===== config.mk =====
export PLATFORM = sky130hd
export DESIGN_NAME = sdp_x_mul_op_feeder
export DESIGN_NICKNAME = d
export VERILOG_FILES = /design/src/rtl/sdp_x_mul_op_feeder.sv
export SDC_FILE = /design/constraint.sdc
export NUM_CORES = 2
export LEC_CHECK = 0
export BUFFER_PORTS_ARGS = -buffer_cell sky130_fd_sc_hd__buf_2
export CORE_ASPECT_RATIO = 2
export CORE_UTILIZATION = 37
export DETAILED_ROUTE_END_ITERATION = 8
export PLACE_DENSITY = 0.62
export SETUP_SLACK_MARGIN = 0.5
export SKIP_CTS_REPAIR_TIMING = 1
export SLEW_MARGIN = 20
export SYNTH_ARGS = -nofsm -noshare
export SYNTH_HDL_FRONTEND = slang
export SYNTH_SLANG_ARGS = --single-unit

===== constraint.sdc =====
create_clock -name nvdla_core_clk -period 3.55 [get_ports nvdla_core_clk]
set_clock_uncertainty 0.1 [all_clocks]
set_input_delay 0.1775 -clock nvdla_core_clk [delete_from_list [all_inputs] [get_ports nvdla_core_clk]]
set_output_delay 0.1775 -clock nvdla_core_clk [all_outputs]
set_load 0.05 [all_outputs]

===== src/rtl/sdp_x_mul_op_feeder.sv =====
// SDP X-stage multiplier operand feeder: packs RDMA beats into wide words
// through a 2-entry FIFO, or replicates the per-layer register operand.
module sdp_x_mul_op_feeder #(
  parameter int IN_W  = 64,
  parameter int OUT_W = 256,
  parameter int CNT_W = 16
) (
  input  logic             nvdla_core_clk,
  input  logic             nvdla_core_rstn,
  input  logic             cfg_mul_src,
  input  logic [15:0]      cfg_mul_op,
  input  logic [CNT_W-1:0] cfg_op_cnt,
  input  logic             op_start,
  output logic             op_done,
  input  logic             op_in_pvld,
  output logic             op_in_prdy,
  input  logic [IN_W-1:0]  op_in_pd,
  output logic [OUT_W-1:0] chn_mul_op_rsc_z,
  output logic             chn_mul_op_rsc_vz,
  input  logic             chn_mul_op_rsc_lz
);
  localparam int BEATS = OUT_W / IN_W;
  localparam int BW    = (BEATS > 1) ? $clog2(BEATS) : 1;
  localparam int REP   = OUT_W / 16;
  localparam logic [BW-1:0] LAST = BW'(BEATS - 1);

  typedef enum logic {IDLE, RUN} state_t;

  state_t           state_q, state_d;
  logic             src_q, src_d;
  logic [15:0]      op_q, op_d;
  logic [CNT_W-1:0] cnt_q, cnt_d;
  logic [BW-1:0]    beat_q, beat_d;
  logic [CNT_W-1:0] packed_q, packed_d;
  logic [CNT_W-1:0] sent_q, sent_d;
  logic [OUT_W-1:0] acc_q, acc_d;
  logic [OUT_W-1:0] fifo_q [2];
  logic [OUT_W-1:0] fifo_d [2];
  logic             wr_q, wr_d;
  logic             rd_q, rd_d;
  logic [1:0]       fcnt_q, fcnt_d;
  logic             done_q, done_d;

  logic             run, full, pop, fpop;
  logic             beat_acc, push, last_pop;
  logic [OUT_W-1:0] word;

  always_comb begin
    run  = (state_q == RUN);
    full = (fcnt_q == 2'd2);
    if (src_q) chn_mul_op_rsc_vz = (fcnt_q != 2'd0);
    else       chn_mul_op_rsc_vz = run & (sent_q < cnt_q);
    chn_mul_op_rsc_z = src_q ? fifo_q[rd_q] : {REP{op_q}};
    pop  = chn_mul_op_rsc_vz & chn_mul_op_rsc_lz;
    fpop = pop & src_q;
    // a full FIFO only blocks the word-completing beat, and not if it drains now
    op_in_prdy = run & src_q & (packed_q < cnt_q)
               & ~((beat_q == LAST) & full & ~pop);
    beat_acc = op_in_pvld & op_in_prdy;
    push     = beat_acc & (beat_q == LAST);
    word     = acc_q;
    word[int'(LAST)*IN_W +: IN_W] = op_in_pd;
    last_pop = pop & (sent_q == cnt_q - CNT_W'(1));
  end

  always_comb begin
    state_d  = state_q;
    src_d    = src_q;
    op_d     = op_q;
    cnt_d    = cnt_q;
    beat_d   = beat_q;
    packed_d = packed_q;
    sent_d   = sent_q;
    acc_d    = acc_q;
    fifo_d   = fifo_q;
    wr_d     = wr_q;
    rd_d     = rd_q;
    fcnt_d   = fcnt_q;
    done_d   = 1'b0;
    if (beat_acc) begin
      acc_d[int'(beat_q)*IN_W +: IN_W] = op_in_pd;
      beat_d = (beat_q == LAST) ? '0 : beat_q + BW'(1);
    end
    if (push) begin
      fifo_d[wr_q] = word;
      wr_d         = ~wr_q;
      packed_d     = packed_q + CNT_W'(1);
    end
    if (pop) sent_d = sent_q + CNT_W'(1);
    if (fpop) rd_d = ~rd_q;
    unique case ({push, fpop})
      2'b10:   fcnt_d = fcnt_q + 2'd1;
      2'b01:   fcnt_d = fcnt_q - 2'd1;
      default: fcnt_d = fcnt_q;
    endcase
    unique case (state_q)
      IDLE: begin
        if (op_start) begin
          src_d    = cfg_mul_src;
          op_d     = cfg_mul_op;
          cnt_d    = cfg_op_cnt;
          beat_d   = '0;
          packed_d = '0;
          sent_d   = '0;
          wr_d     = 1'b0;
          rd_d     = 1'b0;
          fcnt_d   = 2'd0;
          if (cfg_op_cnt == '0) done_d = 1'b1;
          else                  state_d = RUN;
        end
      end
      RUN: begin
        if (last_pop) begin
          state_d = IDLE;
          done_d  = 1'b1;
        end
      end
    endcase
  end

  always_ff @(posedge nvdla_core_clk or negedge nvdla_core_rstn) begin
    if (!nvdla_core_rstn) begin
      state_q   <= IDLE;
      src_q     <= 1'b0;
      op_q      <= '0;
      cnt_q     <= '0;
      beat_q    <= '0;
      packed_q  <= '0;
      sent_q    <= '0;
      acc_q     <= '0;
      fifo_q[0] <= '0;
      fifo_q[1] <= '0;
      wr_q      <= 1'b0;
      rd_q      <= 1'b0;
      fcnt_q    <= 2'd0;
      done_q    <= 1'b0;
    end else begin
      state_q   <= state_d;
      src_q     <= src_d;
      op_q      <= op_d;
      cnt_q     <= cnt_d;
      beat_q    <= beat_d;
      packed_q  <= packed_d;
      sent_q    <= sent_d;
      acc_q     <= acc_d;
      fifo_q[0] <= fifo_d[0];
      fifo_q[1] <= fifo_d[1];
      wr_q      <= wr_d;
      rd_q      <= rd_d;
      fcnt_q    <= fcnt_d;
      done_q    <= done_d;
    end
  end

  assign op_done = done_q;

endmodule


# Word level (Yosys, flattened, before mapping)

Cells that the tools add are included.
W data, S select, Z words.

Reductions and logical operators: 4
Shift operators: 2
Bitwise logic cells: 18
Equal/unequal tests: 5
Order comparisons: 5
$add $sub $neg: 7
Muxes and demuxes: 36

Operators with widths:

| operator                    | number |
|---|---|
| $mux W256                   | 5 |
| $bwmux W512                 | 1 |
| $bwmux W256                 | 1 |
| $demux W256 S1              | 1 |
| $shift A64 B33 Y256 const A | 1 |
| $shiftx A64 B33 Y256        | 1 |
| $mux W16                    | 6 |
| $neg A8 Y33                 | 1 |
| $add A16 B1 Y16 const B     | 2 |
| $lt A16 B16 Y1              | 2 |
| $eq A16 B16 Y1              | 1 |
| $logic_not A16 Y1           | 1 |
| $sub A16 B1 Y16 const B     | 1 |
| $mux W1                     | 13 |
| $mux W2                     | 6 |
| $and A1 B1 Y1               | 11 |
| $eq A2 B2 Y1 const B        | 3 |
| $not A1 Y1                  | 5 |
| $add A2 B1 Y2 const B       | 2 |
| $ge A2 B2 Y1 const B        | 2 |
| $not A1 Y2                  | 2 |
| $pmux W1 S2                 | 2 |
| $pmux W2 S2                 | 1 |
| $eq A2 B1 Y1 const B        | 1 |
| other kinds (5)             | 5 |

Input port bits: 102
Output and inout port bits: 259
Register bits: 841
Word-level logic and storage cells: 91

# Logic depth before layout (Yosys ltp)

Depth in word-level cells: 14
Gate-level depth with buffers: 14
Mapped depth without buffers: 13

# Worst setup path after synthesis

No wires, ideal clock.

Kind: reg-to-reg
From: reg cnt_q[3]
To: reg fifo_q[471] in the netlist's numbering
Cell stages (with the launch flop): 14
Slack: -0.145 ns
Period minus slack after synthesis: 3.695 ns
Buffers on the path: 4
Setup time: 0.125 ns
Data required time: 3.325 ns
Arrival time: 3.470 ns
Path through: dfrtp_1 clkbuf_1 inv_1 ha_1 a21oi_1 a2111oi_2 nor4_4 a21bo_2 buf_2 and3_1 ha_1 clkbuf_1 clkbuf_1 mux2_2

Cells in the longest elaborated chain, start to end: 10
Elaborated cells on any way between the ends: 12
Those cells by class: order compare: 2; mux: 1; bitwise: 9

Ends and longest elaborated chain:

| element                | RTL line | text |
|---|---|---|
| start, declared        | 32       | `logic [CNT_W-1:0] cnt_q, cnt_d;` |
| start signal, assigned | 141      | `cnt_q <= cnt_d;` |
| $lt A16 B16 Y1         | 52       | `else chn_mul_op_rsc_vz = run & (sent_q < cnt_q);` |
| $and A1 B1 Y1          | 52       |  |
| $mux W1                | 51       | `if (src_q) chn_mul_op_rsc_vz = (fcnt_q != 2'd0);` |
| $and A1 B1 Y1          | 54       | `pop = chn_mul_op_rsc_vz & chn_mul_op_rsc_lz;` |
| $not A1 Y1             | 58       | `& ~((beat_q == LAST) & full & ~pop);` |
| $and A1 B1 Y1          | 58       |  |
| $not A1 Y1             | 58       |  |
| $and A1 B1 Y1 (*)      | 58       |  |
| $and A1 B1 Y1 (*)      | 59       | `beat_acc = op_in_pvld & op_in_prdy;` |
| $and A1 B1 Y1 (*)      | 60       | `push = beat_acc & (beat_q == LAST);` |
| end, declared          | 37       | `logic [OUT_W-1:0] fifo_q [2];` |

Mark *: on every way between the ends. The rest lies on a longest branch, timed or not.
A chain may end at the register's enable or synchronous reset.

# Final worst setup path

From: reg src_q
To: out chn_mul_op_rsc_z[161]

Cells in the longest elaborated chain, start to end: 1

Ends and longest elaborated chain:

| element                | RTL line | text |
|---|---|---|
| start, declared        | 30       | `logic src_q, src_d;` |
| start signal, assigned | 139      | `src_q <= src_d;` |
| $mux W256              | 53       | `chn_mul_op_rsc_z = src_q ? fifo_q[rd_q] : {REP{op_q}};` |
| end, declared          | 18       | `output logic [OUT_W-1:0] chn_mul_op_rsc_z,` |

Every way passes these cells.

==> reports/results.tsv <==
stage	metric	value	unit
cells_and_area	share of layout cells above drive strength 1	35.02	%
cells_and_area	design area	45210	sq um
yosys	YS warnings	0	
setup_path	CP required	3270	ps
yosys	syn_area_per_cell	11.70	sq um
floorplanning	core area	97290	sq um
power_and_ir_drop	Pwr Total	31.96	mW
timing	final hold viol count	0	
setup_path	max incr delay on CP	490	ps
timing	hold slack	20.82	ps
global_routing	initial antenna violation count	2	
yosys	flops & latches, synth	777	
floorplanning	total die area	99400	sq um
yosys	register area share after synthesis	53.59	%
setup_path	Worst Setup Path Type	register to output pin	
timing	RSZ-0062 raised after global routing	true	
clocking	worst-skew pair later-pin latency	680	ps
yosys	Synth Net Count	3246	
yosys	largest area contributor in the netlist	dfrtp_1	
timing	FMAX	290.5	MHz
global_routing	M2 GR Usage	44.58	%
cells_and_area	FILL cells	8925	
timing	Rel. slew slack	19.15	%
power_and_ir_drop	static leakage	21.26	nW
setup_path	crit path to	chn_mul_op_rsc_z[161]	
placement	number of port buffers	360	
setup_path	reg2reg setup slack	110	ps
clocking	CTS root buffer	clkbuf_16	
setup_path	worst path arrival time	3160	ps
clocking	CTS buffer count	74	
cells_and_area	most frequent cells in the layout	dfrtp_1, mux2_2, buf_2, a21oi_1, nand2_1	
clocking	CTS Buffer Depth	3	
outcome	status	finished clean	
setup_path	Cell Chain, Critical Path	buf_12 > buf_12 > a21oi_1 > buf_2	
setup_path	Startpoint Class	register	
hold_path	hold crit path type	input port to asynchronous set/reset pin	
setup_path	r2r startpoint	cnt_q[1]	
global_routing	GRT Util Overall	25.18	%
detailed_routing	first drt pass iteration count	6	
detailed_routing	Via density	5.658	
cells_and_area	P&R area growth vs syn	24.59	%
cells_and_area	fin cells	4884	
cells_and_area	Final Util	46.46	%
detailed_routing	Iter 0 DRT Violations	1982	
clocking	CTS sink cnt	777	
setup_path	largest fanout on the critical path	133	
placement	DP HPWL	82970	microns
power_and_ir_drop	pwr/cell area	706.9	nW/um^2
setup_path	Critical Path Source	src_q	
setup_path	most frequent CP cell	buf_12	
timing	Final WS setup	108.2	ps
placement	Post-Place Cell Area	40530	sq um
yosys	Primary FF master, synth	dfrtp_1	
yosys	EDFF count, synth	0	
global_routing	grt met1 use	30.05	%
clocking	CTS tree	done	
detailed_routing	WL per Instance	26.60	microns
detailed_routing	DR DRC count	0	
detailed_routing	WL final	129900	microns
flow_run	Max Cap Viol	0	
floorplanning	row count	162	
detailed_routing	via count	27634	
yosys	Mapped Cells	3102	
yosys	Mapped Area	36280	sq um
timing	min Tclk post-route	3442	ps
detailed_routing	Post-DRT Antenna Nets	0	
setup_path	worst r2r path cells	13	
timing	fin crit share	96.95	%
setup_path	Critical Path Sink Type	output pin	
yosys	Post-synth ARST share	100.0	%
yosys	number of library cell types mapped by synthesis	64	
placement	gpl congestion	0.8674	
floorplanning	I/O Pins	361	
global_routing	met3 Usage GRT	4.074	%
floorplanning	Die Y	444.9	microns
global_routing	pin count of the biggest net entering global routing	134	
clocking	CTS HTree Levels	3	
timing	Slew Limit Fails	0	
setup_path	CP max-delay cell	buf_12	
cells_and_area	most common cell after layout, fill and taps aside	dfrtp_1	
placement	dpl ws	190.6	ps
yosys	share of Yosys cell area claimed by the top area cell type	53.59	%
yosys	Area contributors post-synth	dfrtp_1, mux2_2, mux2i_1	
setup_path	worst reg2reg path endpoint	fifo_q[31]	
floorplanning	chip width	223.4	microns
clocking	clock-pin slew on the worst setup and hold paths	70	ps
timing	Tightest Pin Transition	1213	ps
power_and_ir_drop	Worst VDD drop	0.0007026	V
timing	setup TNS	0	ps
cells_and_area	nets	3737	
floorplanning	Initial Utilization	37.29	%
timing	Final setup viols	0	
global_routing	overflow left after global routing	0	
global_routing	global-route wire length before repair	186500	microns
global_routing	vias in the first global route	27986	
global_routing	Top Usage Layer GRT	met2	
placement	Placed Cells incl. Taps	4583	
-- per-layer routing --
metal / vias to the layer above / share of wire (%)
li1: 12194 / -
met1: 14313 / 39
met2: 892 / 52
met3: 235 / 5.0
met4: 0 / 4.2
met5: - / 0
-- cell usage after synthesis, types with 8 or more instances --
| cell type | n |
|---|---|
| xnor2_1 | 12 |
| nand3_1 | 13 |
| buf_6 | 12 |
| o31ai_1 | 205 |
| mux2_2 | 513 |
| or3_1 | 11 |
| and3_1 | 9 |
| mux2i_1 | 263 |
| nor3_1 | 9 |
| o21ai_0 | 104 |
| xor2_1 | 11 |
| inv_1 | 25 |
| clkbuf_1 | 174 |
| buf_4 | 15 |
| buf_1 | 32 |
| o21ai_1 | 125 |
| buf_2 | 23 |
| nor2_1 | 36 |
| dfrtp_1 | 777 |
| o211ai_1 | 8 |
| a21oi_1 | 291 |
| nand2_1 | 289 |
| ha_1 | 42 |
| nand4_1 | 16 |
| or4_1 | 14 |
-- report_power, final --
group          switching, mW  leakage [nW]  total [mW]  internal, mW
registers               1.51          10.6        12.5          11.0
clock network           3.65          1.21        8.31          4.67
logic                   7.35          9.44        11.2          3.83
total                   12.5          21.3        32.0          19.5
-- cell families after synthesis --
kind of cell / Yosys count / synth area share, %
AOI/OAI and AO/OA: 763 / 12.32
xor gates and xnor gates: 23 / 0.5552
adders and majority gates: 42 / 1.448
buffers and inverters: 283 / 3.410
DFF: 777 / 53.59
muxes: 776 / 23.18
and+or+nand+nor: 438 / 5.507
-- sequential cells by signal (all words and copies together), names as in the netlist --
| register | flops |
|---|---|
| op_done | 1 |
| run | 1 |
| fcnt_q | 2 |
| packed_q | 16 |
| rd_q | 1 |
| fifo_q | 512 |
| cnt_q | 16 |
| wr_q | 1 |
| beat_q | 2 |
| acc_q | 192 |
| src_q | 1 |
| op_q | 16 |
| sent_q | 16 |
-- critical path, delay by kind of cell (launching register included) --
| family | cells | cell delay [ps] |
|---|---|---|
| flip-flops | 1 | 480 |
| buffers and inverters | 3 | 1260 |
| AO/OA/AOI/OAI | 1 | 330 |
-- layout make-up --
class / instances / area, sq um / area share [%]
Inverter: 27 / 103.9 / 0.2297
Tap cell: 1230 / 1539 / 3.404
Sequential cell: 777 / 19460 / 43.05
Multi-Input combinational cell: 2042 / 16070 / 35.55
Timing Repair Buffer: 671 / 5544 / 12.26
Clock inverter: 30 / 390.4 / 0.8635
Clock buffer: 105 / 2091 / 4.625
Antenna cell: 2 / 5.005 / 0.01107
-- worst min-delay path by stage --
stage | to | cells past startpoint
6_report | acc_q[34] | 2
3_3_place_gp | fifo_q[34] | 1
5_1_grt | fifo_q[289] | 2
4_1_cts | acc_q[33] | 1
2_1_floorplan | acc_q[0] | 0
3_5_place_dp | fifo_q[34] | 1
No activity file was read; power rests on OpenSTA's default activity.
